$ cat src/rtl/muldiv_unit.sv
// muldiv_unit: iterative RV32M multiply/divide unit that writes its result straight into the register bank
// Ports: clk, rst (async, active-low); start/funct3/rs1_data/rs2_data/rd_sel_in request an op, abort kills it;
//        busy stalls the pipeline, done pulses at retirement, reg_w/rd_sel/rd_data drive the bank write port.
module muldiv_unit #(
  parameter int BANK_WIDTH     = 5,
  parameter int REGISTER_WIDTH = 32
) (
  input  logic                      clk,
  input  logic                      rst,
  input  logic                      start,
  input  logic [2:0]                funct3,
  input  logic [REGISTER_WIDTH-1:0] rs1_data,
  input  logic [REGISTER_WIDTH-1:0] rs2_data,
  input  logic [BANK_WIDTH-1:0]     rd_sel_in,
  input  logic                      abort,
  output logic                      busy,
  output logic                      done,
  output logic                      reg_w,
  output logic [BANK_WIDTH-1:0]     rd_sel,
  output logic [REGISTER_WIDTH-1:0] rd_data
);
  localparam int W  = REGISTER_WIDTH;
  localparam int CW = $clog2(W);
  typedef enum logic [1:0] {IDLE, CALC, FIX, DONE} state_t;
  state_t state, state_n;
  logic [CW-1:0] cnt;
  logic [2*W-1:0] p, p_mul, p_div, prod;
  logic [W-1:0] a_q, ub_q, ua, ub, diff, q, r, res;
  logic [W:0] mul_sum, rh;
  logic [2:0] f_q;
  logic neg_q, neg_r_q, dz_q, ov_q, sa, sb, dz, ov, ge, accept;
  assign sa     = (funct3 inside {3'd1, 3'd2, 3'd4, 3'd6}) & rs1_data[W-1];
  assign sb     = (funct3 inside {3'd1, 3'd4, 3'd6}) & rs2_data[W-1];
  assign ua     = sa ? -rs1_data : rs1_data;
  assign ub     = sb ? -rs2_data : rs2_data;
  assign dz     = funct3[2] && rs2_data == '0;
  assign ov     = (funct3 == 3'd4 || funct3 == 3'd6) && rs1_data == {1'b1, {(W-1){1'b0}}} && &rs2_data;
  assign accept = state == IDLE && start && !abort;
  assign busy   = state == CALC || state == FIX;
  assign done   = state == DONE;
  assign reg_w  = done && rd_sel != '0;
  // Multiply step: add the multiplicand into the high half when the low bit is set, then shift right.
  assign mul_sum = {1'b0, p[2*W-1:W]} + (p[0] ? {1'b0, ub_q} : '0);
  assign p_mul   = {mul_sum, p[W-1:1]};
  // Restoring divide step: remainder/quotient pair shifted left, subtract the divisor when it fits.
  assign rh    = p[2*W-1:W-1];
  assign ge    = rh >= {1'b0, ub_q};
  assign diff  = rh[W-1:0] - ub_q;
  assign p_div = {ge ? diff : rh[W-1:0], p[W-2:0], ge};
  assign prod  = neg_q ? -p : p;
  assign q     = neg_q ? -p[W-1:0] : p[W-1:0];
  assign r     = neg_r_q ? -p[2*W-1:W] : p[2*W-1:W];
  assign res   = !f_q[2] ? (f_q == 3'd0 ? prod[W-1:0] : prod[2*W-1:W]) :
                 dz_q    ? (f_q[1] ? a_q : '1) :
                 ov_q    ? (f_q[1] ? '0 : a_q) :
                           (f_q[1] ? r : q);
  always_comb begin
    state_n = state;
    case (state)
      IDLE:    state_n = accept ? ((dz || ov) ? FIX : CALC) : IDLE;
      CALC:    state_n = abort ? IDLE : (cnt == CW'(W-1) ? FIX : CALC);
      FIX:     state_n = abort ? IDLE : DONE;
      default: state_n = IDLE;
    endcase
  end
  always_ff @(posedge clk or negedge rst) begin
    if (!rst) begin
      state   <= IDLE;
      cnt     <= '0;
      p       <= '0;
      a_q     <= '0;
      ub_q    <= '0;
      f_q     <= '0;
      neg_q   <= 1'b0;
      neg_r_q <= 1'b0;
      dz_q    <= 1'b0;
      ov_q    <= 1'b0;
      rd_sel  <= '0;
      rd_data <= '0;
    end else begin
      state <= state_n;
      if (accept) begin
        cnt     <= '0;
        p       <= {{W{1'b0}}, ua};
        a_q     <= rs1_data;
        ub_q    <= ub;
        f_q     <= funct3;
        neg_q   <= sa ^ sb;
        neg_r_q <= sa;
        dz_q    <= dz;
        ov_q    <= ov;
        rd_sel  <= rd_sel_in;
      end else if (state == CALC) begin
        p   <= f_q[2] ? p_div : p_mul;
        cnt <= cnt + 1'b1;
      end
      if (state == FIX && !abort) rd_data <= res;
    end
  end
endmodule
$ cat config.mk
export PLATFORM = sky130hd
export DESIGN_NAME = muldiv_unit
export DESIGN_NICKNAME = d
export VERILOG_FILES = /design/src/rtl/muldiv_unit.sv
export SDC_FILE = /design/constraint.sdc
export NUM_CORES = 1
export LEC_CHECK = 0
export ABC_AREA = 1
export CELL_PAD_IN_SITES_DETAIL_PLACEMENT = 0
export CELL_PAD_IN_SITES_GLOBAL_PLACEMENT = 1
export CORE_ASPECT_RATIO = 0.75
export CORE_MARGIN = 2
export CORE_UTILIZATION = 40
export DETAILED_ROUTE_END_ITERATION = 10
export PLACE_DENSITY = 0.77
export SYNTH_ARGS = -nofsm -noshare
export SYNTH_HDL_FRONTEND = slang
export SYNTH_SLANG_ARGS = --single-unit
$ cat constraint.sdc
create_clock -name clk -period 6.85 [get_ports clk]
set_input_delay 0.685 -clock clk [delete_from_list [all_inputs] [get_ports clk]]
set_output_delay 0.685 -clock clk [all_outputs]
set_load 0.01 [all_outputs]
* After elaboration in Yosys (flattened, before gate mapping)
Cells that the tools add are included.
** Word-level totals
- Register bits :: 179
- Bits of input ports :: 76
- Output and inout bits :: 40
- Logic and storage cells :: 77
** Operators by class
- Add/subtract/negate cells :: 8
- Order comparisons :: 1
- Equal/unequal tests :: 9
- Multiplexer cells :: 25
- Bitwise logic cells :: 3
- Reductions and logical operators :: 19
** Operator list (count)
- $mux W32 :: 13
- $mux W64 :: 4
- $neg A32 Y32 :: 4
- $neg A64 Y64 :: 1
- $add A32 B32 Y33 :: 1
- $ge A33 B32 Y1 :: 1
- $eq A32 B32 Y1 const B :: 1
- $logic_not A32 Y1 :: 1
- $reduce_and A32 Y1 :: 1
- $sub A32 B32 Y32 :: 1
- $mux W2 :: 5
- $mux W5 :: 2
- $logic_and A1 B1 Y1 :: 7
- $eq A3 B3 Y1 const B :: 2
- $pmux W2 S3 :: 1
- $add A5 B1 Y5 const B :: 1
- $eq A5 B5 Y1 const B :: 1
- $reduce_bool A5 Y1 :: 1
- $eq A2 B2 Y1 const B :: 2
- $reduce_bool A4 Y1 :: 1
- $eq A3 B1 Y1 const B :: 1
- $eq A3 B2 Y1 const B :: 1
- $logic_not A3 Y1 :: 1
- $logic_or A1 B1 Y1 :: 3
- 7 further kinds :: 8

* Longest topological paths before layout
- Depth after elaboration :: 8
- Gate-level depth with buffers :: 20
- Depth with buffers taken out :: 18

* Least setup slack after synthesis
No wires, ideal clock.
- Kind :: flip-flop to flip-flop
- Start point :: register p[0]
- End point :: register p[63]
- Setup time :: 0.066 ns
- Data arrival time :: 2.453 ns
- Data required time :: 6.784 ns
- Setup slack :: 4.331 ns
- Cell stages (with the launch flop) :: 21
- Path buffers :: 2
- Period minus slack after synthesis :: 2.519 ns
- Path through :: dfrtp_1 buf_2 buf_1 nand2_1 inv_1 ha_1 inv_1 fa_1 o21ai_0 nand2_1 nand2_1 nand2_1 nand2_1 nand3_1 nand3_1 nand2_1 nand2_1 nand2_1 inv_1 nand2_1 nand2_1
** On the way
- Cells in the longest elaborated chain, start to end :: 5
** Ends and longest elaborated chain
- start, declared :: RTL line 27 : logic [2*W-1:0] p, p_mul, p_div, prod;
- start signal, assigned :: RTL line 84 : p <= {{W{1'b0}}, ua};
- start signal, assigned :: RTL line 94 : p <= f_q[2] ? p_div : p_mul;
- $mux W32 :: RTL line 43 : assign mul_sum = {1'b0, p[2*W-1:W]} + (p[0] ? {1'b0, ub_q} : '0);
- $add A32 B32 Y33 :: RTL line 43
- $mux W64 :: RTL line 94
- $mux W64 :: RTL line 93 : end else if (state == CALC) begin
- $mux W64 :: RTL line 82 : if (accept) begin
No other way between the ends. The select of a mux whose other input is x is not followed.
A chain may end at the register's enable or synchronous reset.

* Worst setup path in the final report
Ends and elaborated chain as after synthesis.

==> metrics.md <==
| Metric | Value |
|---|---|
| Status | completed |
| First-pass GRT wire length | 142000 µm |
| Yosys warns | 0 |
| Gr usage total | about two fifths |
| Input/output buffers | 115 |
| RSZ-0062 raised after global routing | no |
| Clock Latency Late Sink | 0.49 ns |
| GPL Wtd Cong | between 1 and 1.5 |
| Setup CP Type | flop to flop |
| Worst min path class | input pin to asynchronous set/reset pin |
| Mapped Area | approximately 19000 µm² |
| Final WS setup | ~3.4 ns |
| Routed Antenna Nets | 0 |
| Largest stage delay, worst path | a little over 0.6 ns |
| Sw Pwr | 5360 µW |
| Slew Limit Fails | 0 |
| Yosys top cell by area | dfrtp_1 |
| Max Clk Rate | 0.290 GHz |
| EDFF count, synth | 0 |
| Synthesized flop and latch total | ~180 |
| # setup viols final | 0 |
| Layout Cells excl Fill | approximately 4000 |
| CP max stage cell | o21ai_0 |
| Flop pwr share | 23.0% |
| Total leakage power | around 0.011 µW |
| Cells after Synth | 3336 |
| Die area | roughly 50000 µm² |
| Vias in the first global route | between 20000 and 25000 |
| Commonest non-fill, non-tap cell in the layout | nand2_1 |
| Via count | around 24000 |
| Avg WL per Cell | 23.9 µm |
| Drt first-iter violations | 3485 |
| Share of cells above drive strength 1 | around 4.3% |
| Initial core utilization | around two fifths |
| Setup TNS Final | 0 ns |
| Peak VDD IR | 0.000248 V |
| Largest net degree at the start of global routing | roughly 140 |
| Most frequent cells in the layout | nand2_1, inv_1, nor2_1 |
| Clock sinks | 179 |
| Sw frac | between 60% and 70% |
| Logic pwr share | 65.1% |
| FILL cells | 5121 |
| Worst-path fanout max | 32 |
| CTS tree | built |
| Crit path top cell by count | nand2_1 |
| Slew headroom | around two fifths |
| Post-Place Cells | 4004 |
| PwrDens | roughly 400 nW/µm² |
| Startpoint Class | flop |
| GRT Residual Overflow | 0 |
| Reg2reg setup slack | ~3.4 ns |
| Total Power | slightly below 9000 µW |
| DIE WIDTH | 257 µm |
| Int Pwr | around 3400 µW |
| Period minus WS final | between 3 and 4 ns |
| Cts bufs inserted | 17 |
| # IOs | about 120 |
| Clock power share | about an eighth |
| # DRC | 0 |
| Area contributors post-synth | dfrtp_1, nand2_1, nand3_1 |
| Area Overhead vs Synth | 11.9% |
| Dpl hpwl | about 76000 µm |
| Critical Path RT | 7.26 ns |
| Yosys cell types | between 50 and 60 |
| Worst Max-Slew Pin Slew | 0.922 ns |
| First-pass detailed-route iteration total | 6 |
| Arrival time worst endpoint | 3.86 ns |
| Setup Skew | approximately 0.021 ns |
| Cts hold-fix bufs | 0 |
| CTS root buf | clkbuf_16 |
| Register clock-pin slew on the reported worst setup and hold paths | about 0.07 ns |
| H-tree depth | 4 |
| MaxCap Viol Count | 0 |
| Critical path cell sequence | buf_4 > nand2_1 > inv_1 > ha_1 > inv_1 > fa_1 > o21ai_0 > nand2_1 > nand2_1 > nand2_1 > nand2_1 > nand3_1 > nand3_1 > nand2_1 > nand2_1 > nand2_1 > inv_1 > nand2_1 > nand2_1 |
| Pre-CTS setup slack | 3.36 ns |
| Die Ht | 194 µm |
| Register area share after synthesis | a little under a quarter |
| Vias/cell | just under 6 |
| Clk buf depth | 2 |
| Initial antenna violation count | 2 |
| Fin. Hold Viols | 0 |
| Synth top area share | a little under a quarter |
| Syn Area/Cell | around 5.8 µm² |
| Fin nets | roughly 3500 |
| Fin crit share | roughly 50% |
| Synthesized Nets | ~3500 |
| Cts repair resizes | 0 |
| Drt total wl | 96300 µm |
| Post-synthesis async set-or-reset flop share | 100% |
| Core area | around 47000 µm² |
| Crit end category | flop |
| Post-CTS setup buffers | 0 |
| # rows | ~70 |
| Synth Flop Type | dfrtp_1 |
==> per-layer routing <==
layer | track usage, % | share of wire (%)
met5 | 0 | 0.22
met4 | 6.72 | 1.5
met3 | 11.6 | 14
met2 | 48.4 | 36
met1 | 61.3 | 47
==> per-stage QoR <==
stage                     utilization [%]  hold WS [ns]  area, µm²
after floorplan                         -         0.389      19300
after global placement               44.1         0.451      21000
after detailed placement             44.1         0.464      21000
after CTS                            45.4         0.155      21500
after global routing                 45.4         0.194      21500
final                                45.4         0.162      21500
==> power groups by stage <==
stage	combinational, µW	clock, µW	sequential (µW)
floorplan	3710	0	1570
global placement	5460	0	1980
detailed placement	5480	0	1980
CTS	5520	1060	1960
global route	6220	1090	2010
finish	5730	1040	2030
==> worst paths after layout <==
path,startpoint,cells past startpoint,to
worst max-delay path,p[0]$_DFFE_PN0P_,19,p[63]$_DFFE_PN0P_
worst min-delay path,rst,1,ub_q[31]$_DFFE_PN0P_
worst max register to register,p[0]$_DFFE_PN0P_,19,p[63]$_DFFE_PN0P_
worst min register to register,rd_data[25]$_DFFE_PN0P_,2,rd_data[25]$_DFFE_PN0P_
max in group asynchronous,rst,2,neg_q$_DFFE_PN0P_
min in group clk,rd_data[25]$_DFFE_PN0P_,2,rd_data[25]$_DFFE_PN0P_
==> logic make-up after synthesis <==
group | synth area share [%]
AOI/OAI and AO/OA | 15.1
and+or+nand+nor | 43.1
xor gates and xnor gates | 2.09
DFF | 23.3
adders and majority gates | 5.08
buffers and inverters | 11.4
==> sequential cells by signal, summed over array words and instances (netlist names), 2 cells and up <==
| register | count |
|---|---|
| rd_data | 32 |
| a_q | 32 |
| rd_sel | 5 |
| ub_q | 32 |
| state | 2 |
| p | 64 |
| cnt | 5 |
| f_q | 3 |
==> Yosys cell counts, types with 29 or more instances <==
| cell type | instances |
|---|---|
| nand2_1 | 1044 |
| inv_1 | 437 |
| nor2_1 | 361 |
| nand3_1 | 348 |
| o21ai_0 | 212 |
| a21oi_1 | 194 |
| dfrtp_1 | 179 |
| ha_1 | 75 |
| nand4_1 | 75 |
| clkbuf_1 | 53 |
| xor2_1 | 35 |
| buf_2 | 29 |
==> worst max-delay path: cells and delay by family (launching register included) <==
family                     cells  cell delay [ns]
and+or+nand+nor               12             1.17
AOI/OAI and AO/OA              1             0.61
buffers and inverters          4             0.59
adders and majority gates      2             0.55
DFF                            1             0.46
==> final cells by class <==
class | count | area [µm²] | share of cell area (%)
flip-flops and latches | 179 | 4480 | 20.8
clock buffers | 17 | 425 | 1.97
inverters | 454 | 1710 | 7.92
multi-input cells | 2590 | 12600 | 58.5
diodes | 1 | 2.50 | 0.0116
repair buffers | 142 | 1370 | 6.36
well taps | 639 | 800 | 3.71
clock inverters | 14 | 163 | 0.755
No activity file was read; power rests on OpenSTA's default activity.
